`config.mk`:
```
export PLATFORM = sky130hd
export DESIGN_NAME = gate_pipe
export DESIGN_NICKNAME = d
export VERILOG_FILES = /design/src/rtl/gate_pipe.sv
export SDC_FILE = /design/constraint.sdc
export NUM_CORES = 1
export LEC_CHECK = 0
export ABC_CLOCK_PERIOD_IN_PS = 5530
export CORE_MARGIN = 2
export CORE_UTILIZATION = 50
export CTS_BUF_LIST = sky130_fd_sc_hd__clkbuf_16
export DETAILED_ROUTE_END_ITERATION = 16
export PLACE_DENSITY = 0.86
export SYNTH_ARGS = -nofsm -noshare
export SYNTH_HDL_FRONTEND = slang
export SYNTH_SLANG_ARGS = --single-unit
```
`constraint.sdc`:
```
create_clock -name clk -period 5.53 [get_ports clk]
set_clock_uncertainty 0.2 [all_clocks]
set_input_delay 0.553 -clock clk [delete_from_list [all_inputs] [get_ports clk]]
set_output_delay 0.553 -clock clk [all_outputs]
set_load 0.02 [all_outputs]
```
`src/rtl/gate_pipe.sv`:
```
// gate_pipe: registered eight-function bitwise gate with a 2-entry output skid buffer.
// Ports: clk/rst (sync, active-high), in_valid/in_ready/op/A/B upstream;
//        out_valid/out_ready/X/x_any/x_all/x_par downstream; txn_cnt counts retires.
module gate_pipe #(
    parameter int WIDTH = 8,
    parameter int CNT_W = 16
) (
    input  logic             clk,
    input  logic             rst,
    input  logic             in_valid,
    output logic             in_ready,
    input  logic [2:0]       op,
    input  logic [WIDTH-1:0] A,
    input  logic [WIDTH-1:0] B,
    output logic             out_valid,
    input  logic             out_ready,
    output logic [WIDTH-1:0] X,
    output logic             x_any,
    output logic             x_all,
    output logic             x_par,
    output logic [CNT_W-1:0] txn_cnt
);

    logic [1:0]       occ;
    logic [1:0]       occ_nxt;
    logic [WIDTH-1:0] res;
    logic [WIDTH-1:0] tail_x;
    logic [WIDTH-1:0] head_nxt;
    logic             push;
    logic             pop;
    logic             load_new;
    logic             load_tail;

    always_comb begin
        res = A;
        case (op)
            3'b000:  res = A & B;
            3'b001:  res = A | B;
            3'b010:  res = A ^ B;
            3'b011:  res = ~(A & B);
            3'b100:  res = ~(A | B);
            3'b101:  res = ~(A ^ B);
            3'b110:  res = ~A;
            default: res = A;
        endcase
    end

    assign push = in_valid & in_ready;
    assign pop  = out_valid & out_ready;

    assign occ_nxt = occ + {1'b0, push} - {1'b0, pop};

    // The head register is the visible output; it takes the new result
    // when it is (or is about to become) the only entry, otherwise the
    // second entry moves up when the head retires from a full buffer.
    assign load_new  = push & ((occ == 2'd0) | ((occ == 2'd1) & pop));
    assign load_tail = pop & (occ == 2'd2);

    always_comb begin
        head_nxt = X;
        if (load_new) begin
            head_nxt = res;
        end else if (load_tail) begin
            head_nxt = tail_x;
        end
    end

    always_ff @(posedge clk) begin
        if (rst) begin
            occ       <= 2'd0;
            in_ready  <= 1'b1;
            out_valid <= 1'b0;
            X         <= '0;
            x_any     <= 1'b0;
            x_all     <= 1'b0;
            x_par     <= 1'b0;
            tail_x    <= '0;
            txn_cnt   <= '0;
        end else begin
            occ       <= occ_nxt;
            in_ready  <= (occ_nxt != 2'd2);
            out_valid <= (occ_nxt != 2'd0);
            txn_cnt   <= txn_cnt + CNT_W'(pop);
            // Only meaningful when the push lands behind an occupied head.
            if (push) begin
                tail_x <= res;
            end
            X     <= head_nxt;
            x_any <= |head_nxt;
            x_all <= &head_nxt;
            x_par <= ^head_nxt;
        end
    end

endmodule

```
==> run metrics <==
WS Path Type in -> reg; final worst slack 1.78 ns; Worst slew margin 17.5%; Cells after Synth 340; fin cells 453; via density per instance 5.47; drt drc 0; largest net degree at the start of global routing 41; Final setup viols 0; Crit Reg-Reg Startpoint in_ready; Syn. warnings 0; Cell Area, Synth 2750 µm²; row count 26; initial antenna violation count 0; Highest Clock Rate 267 MHz; Reg power frac 30.0%; drt first pass iters 4; Die Ht 78.1 µm; # resized after CTS 0; Tightest Pin Transition 1.23 ns; Final min period 3.75 ns; Setup WS pre-CTS 1.51 ns; max cap viols 0; Worst-Skew Late Latency 0.28 ns; Post-synth EDFFs 0; Yosys cell types 55; Hold Startpoint tail_x[5]; nets 433; I/O pins 52; adder-cell share of the synthesized area 12.8%; largest family of logic cells by synthesized area simple AND/OR/NAND/NOR gates; TritonCTS clock tree built; deepest clock path buffer count 2; Root Driver clkbuf_16; Reg2Reg Depth 9; Leak 1.40 nW; Area Growth Syn to Fin 23.4%; die area 6100 µm²; post-synthesis sequential area ratio 28.4%; Filler Cells Inserted 444; DRT Wirelength 5980 µm; Worst Path Max Fanout 40; FF+latch count, synth 39; placer congestion estimate 0.851; Sw Share 37.2%; Synth Area in Compound Gates 17.3%; Slew Limit Fails 0; part of the cycle the worst path needs 67.8%; Pwr Density 364 nW/µm²; PortBufs 51; Avg Synthesized Cell Area 8.08 µm²; starting density of the core 52.8%; vias in the first global route 2265; Reg-to-Reg End x_par; CTS Sinks 39; worst hold endpoint tail_x[5]; R2R Setup Slk 2.59 ns; fraction of synthesized area in multiplexers 4.37%; Hold Path Depth 2; fraction of layout cells with a size suffix above 1 6.01%; post-CTS setup buffers 0; Routed WL per cell 13.2 µm; CTS H-Tree Depth 2; Comb pwr share 48.4%; Clk pwr share 21.6%; Post-synth top flop dfxtp_1; CP startpoint kind input port; core area 5200 µm²; xor/xnor share of the synthesized area 5.42%; register area 781 µm²; first-pass GRT wire length 9950 µm; Reg clk slew, reported paths 0.06 ns; cts hold-fix bufs 0; endpoints failing hold 0; Tightest Hold Check Type reg -> reg; multi-input logic area 1750 µm²; DP Cell Count 445; simple-gate portion of the synthesized area 23.8%; post-DP HPWL 4420 µm; VDD IR-drop max 0.183 mV; Cell Int Power 0.000774 W; Req. time, crit path 5.45 ns; GRT Overall Usage 20.0%; setup TNS 0 ns; via count of the routed design 2478; GR Overflow Total 0; Num CTS Buffers 5; Synth async-reset ratio 0%; status complete, no violations; DRT iter0 DRCs 126; unrepaired setup endpoints after global routing false; chip width 78.1 µm; Worst EP arrival 3.67 ns; Setup crit end kind register; Diodes inserted 0; Synthesized Nets 391; P_sw 0.000459 W; post-route ant nets 0
cell usage after synthesis (3+ instances only):
cell type	n	area share, %
nand2b_1	5	1.1
nand4_1	3	0.68
dfxtp_1	39	28
o31a_1	4	1.3
xor2_1	7	2.2
o22ai_1	5	1.1
xnor2_1	10	3.2
nand2_1	33	4.5
nor2_1	34	4.6
mux4_2	3	2.5
or3_1	6	1.4
buf_2	5	0.91
clkbuf_1	4	0.55
a31oi_1	5	1.1
nor3_1	4	0.73
mux2i_1	3	1.1
buf_4	7	1.9
ha_1	28	13
nand3_1	12	2.2
o21ai_0	14	2.6
inv_1	32	4.4
a21oi_1	16	2.9
nor2b_1	17	3.9
cells by family after synthesis:
family                   count (synthesis)
adder cells (fa/ha/maj)                 28
multiplexers                             8
flip-flops                              39
XOR/XNOR                                17
AND/OR/NAND/NOR                        130
buffers and inverters                   49
AO/OA/AOI/OAI                           69
how the worst max path moves through the flow:
| stage | startpoint | endpoint | slack [ns] | depth (start not counted) |
|---|---|---|---|---|
| after global placement | op[0] | x_par | 1.64 | 10 |
| after floorplan | A[7] | x_par | 2.85 | 11 |
| after detailed placement | op[0] | x_par | 1.51 | 10 |
| after CTS | op[0] | x_par | 1.81 | 10 |
| after global routing | op[1] | x_par | 1.48 | 10 |
| final | op[0] | x_par | 1.78 | 10 |
metrics by stage:
stage / util (%) / total power (W) / hold slack, ns / cell area (µm²)
global route: 65.1 / 0.00132 / 0.288 / 3390
global placement: 62.5 / 0.000945 / 0.245 / 3250
floorplan: - / 0.000799 / 0.237 / 2750
CTS: 65.1 / 0.00123 / 0.261 / 3390
finish: 65.1 / 0.00123 / 0.260 / 3390
detailed placement: 62.5 / 0.000966 / 0.253 / 3250
worst max-delay path, stage by stage:
cell and delay (ns):
clkdlybuf4s50_1 1.29, and2b_1 0.29, a21oi_1 0.06, o221a_2 0.30, a31oi_1 0.33, o31ai_1 0.13
ha_1 0.33, xnor2_1 0.17, xnor2_1 0.14, nor2_1 0.06
state kept, by name, indices dropped and copies added (netlist names):
name,flops
txn_cnt,16
X,8
tail_x,8
occ,2
in_ready,1
out_valid,1
x_all,1
x_any,1
x_par,1
per-layer routing:
metal	up-vias	part of all wire [%]	wire length, µm	global-route usage [%]
met4	0	1.3	76	7.37
li1	1262	-	-	-
met1	1132	45	2700	24.2
met3	8	4.7	284	3.22
met5	-	0	0	0
met2	76	49	2930	35.5
power groups by stage:
stage	sequential (W)	combinational [W]	clock, W
after floorplan	0.000412	0.000388	0
after global placement	0.000372	0.000573	0
after detailed placement	0.000376	0.000590	0
after CTS	0.000369	0.000595	0.000269
after global routing	0.000375	0.000661	0.000280
final	0.000370	0.000597	0.000266
layout by cell type, fill, tap and decap left out, types with 2 or more instances in the layout:
| cell type | n |
|---|---|
| nand3_1 | 12 |
| nand2b_1 | 5 |
| a211o_1 | 2 |
| nor3_1 | 4 |
| or3_1 | 6 |
| a211oi_1 | 2 |
| o31ai_1 | 2 |
| o21ai_0 | 14 |
| and2b_1 | 2 |
| nor2_1 | 34 |
| and3_1 | 2 |
| nand3b_1 | 2 |
| o21ai_2 | 2 |
| o311a_1 | 2 |
| a31oi_1 | 5 |
| a21oi_1 | 16 |
| nand4_1 | 3 |
| clkdlybuf4s50_1 | 51 |
| o311ai_1 | 2 |
| nand2_1 | 33 |
| o31a_1 | 4 |
| clkinv_1 | 2 |
| xnor2_1 | 10 |
| o21a_1 | 2 |
| nor2b_1 | 17 |
| o221a_2 | 2 |
| o22ai_1 | 5 |
| inv_1 | 33 |
| mux2_2 | 2 |
| clkbuf_16 | 5 |
| xor2_1 | 7 |
| mux4_2 | 3 |
| ha_1 | 28 |
| mux2i_1 | 3 |
| dfxtp_1 | 39 |
layout make-up:
cell class              instances  share of cell area (%)
inverters                      33                    3.73
well taps                      70                    2.58
flip-flops and latches         39                    23.0
clock inverters                 3                   0.332
multi-input cells             252                    51.6
repair buffers                 51                    15.1
clock buffers                   5                    3.69
Note: power is estimated with default switching activity, not from simulation.
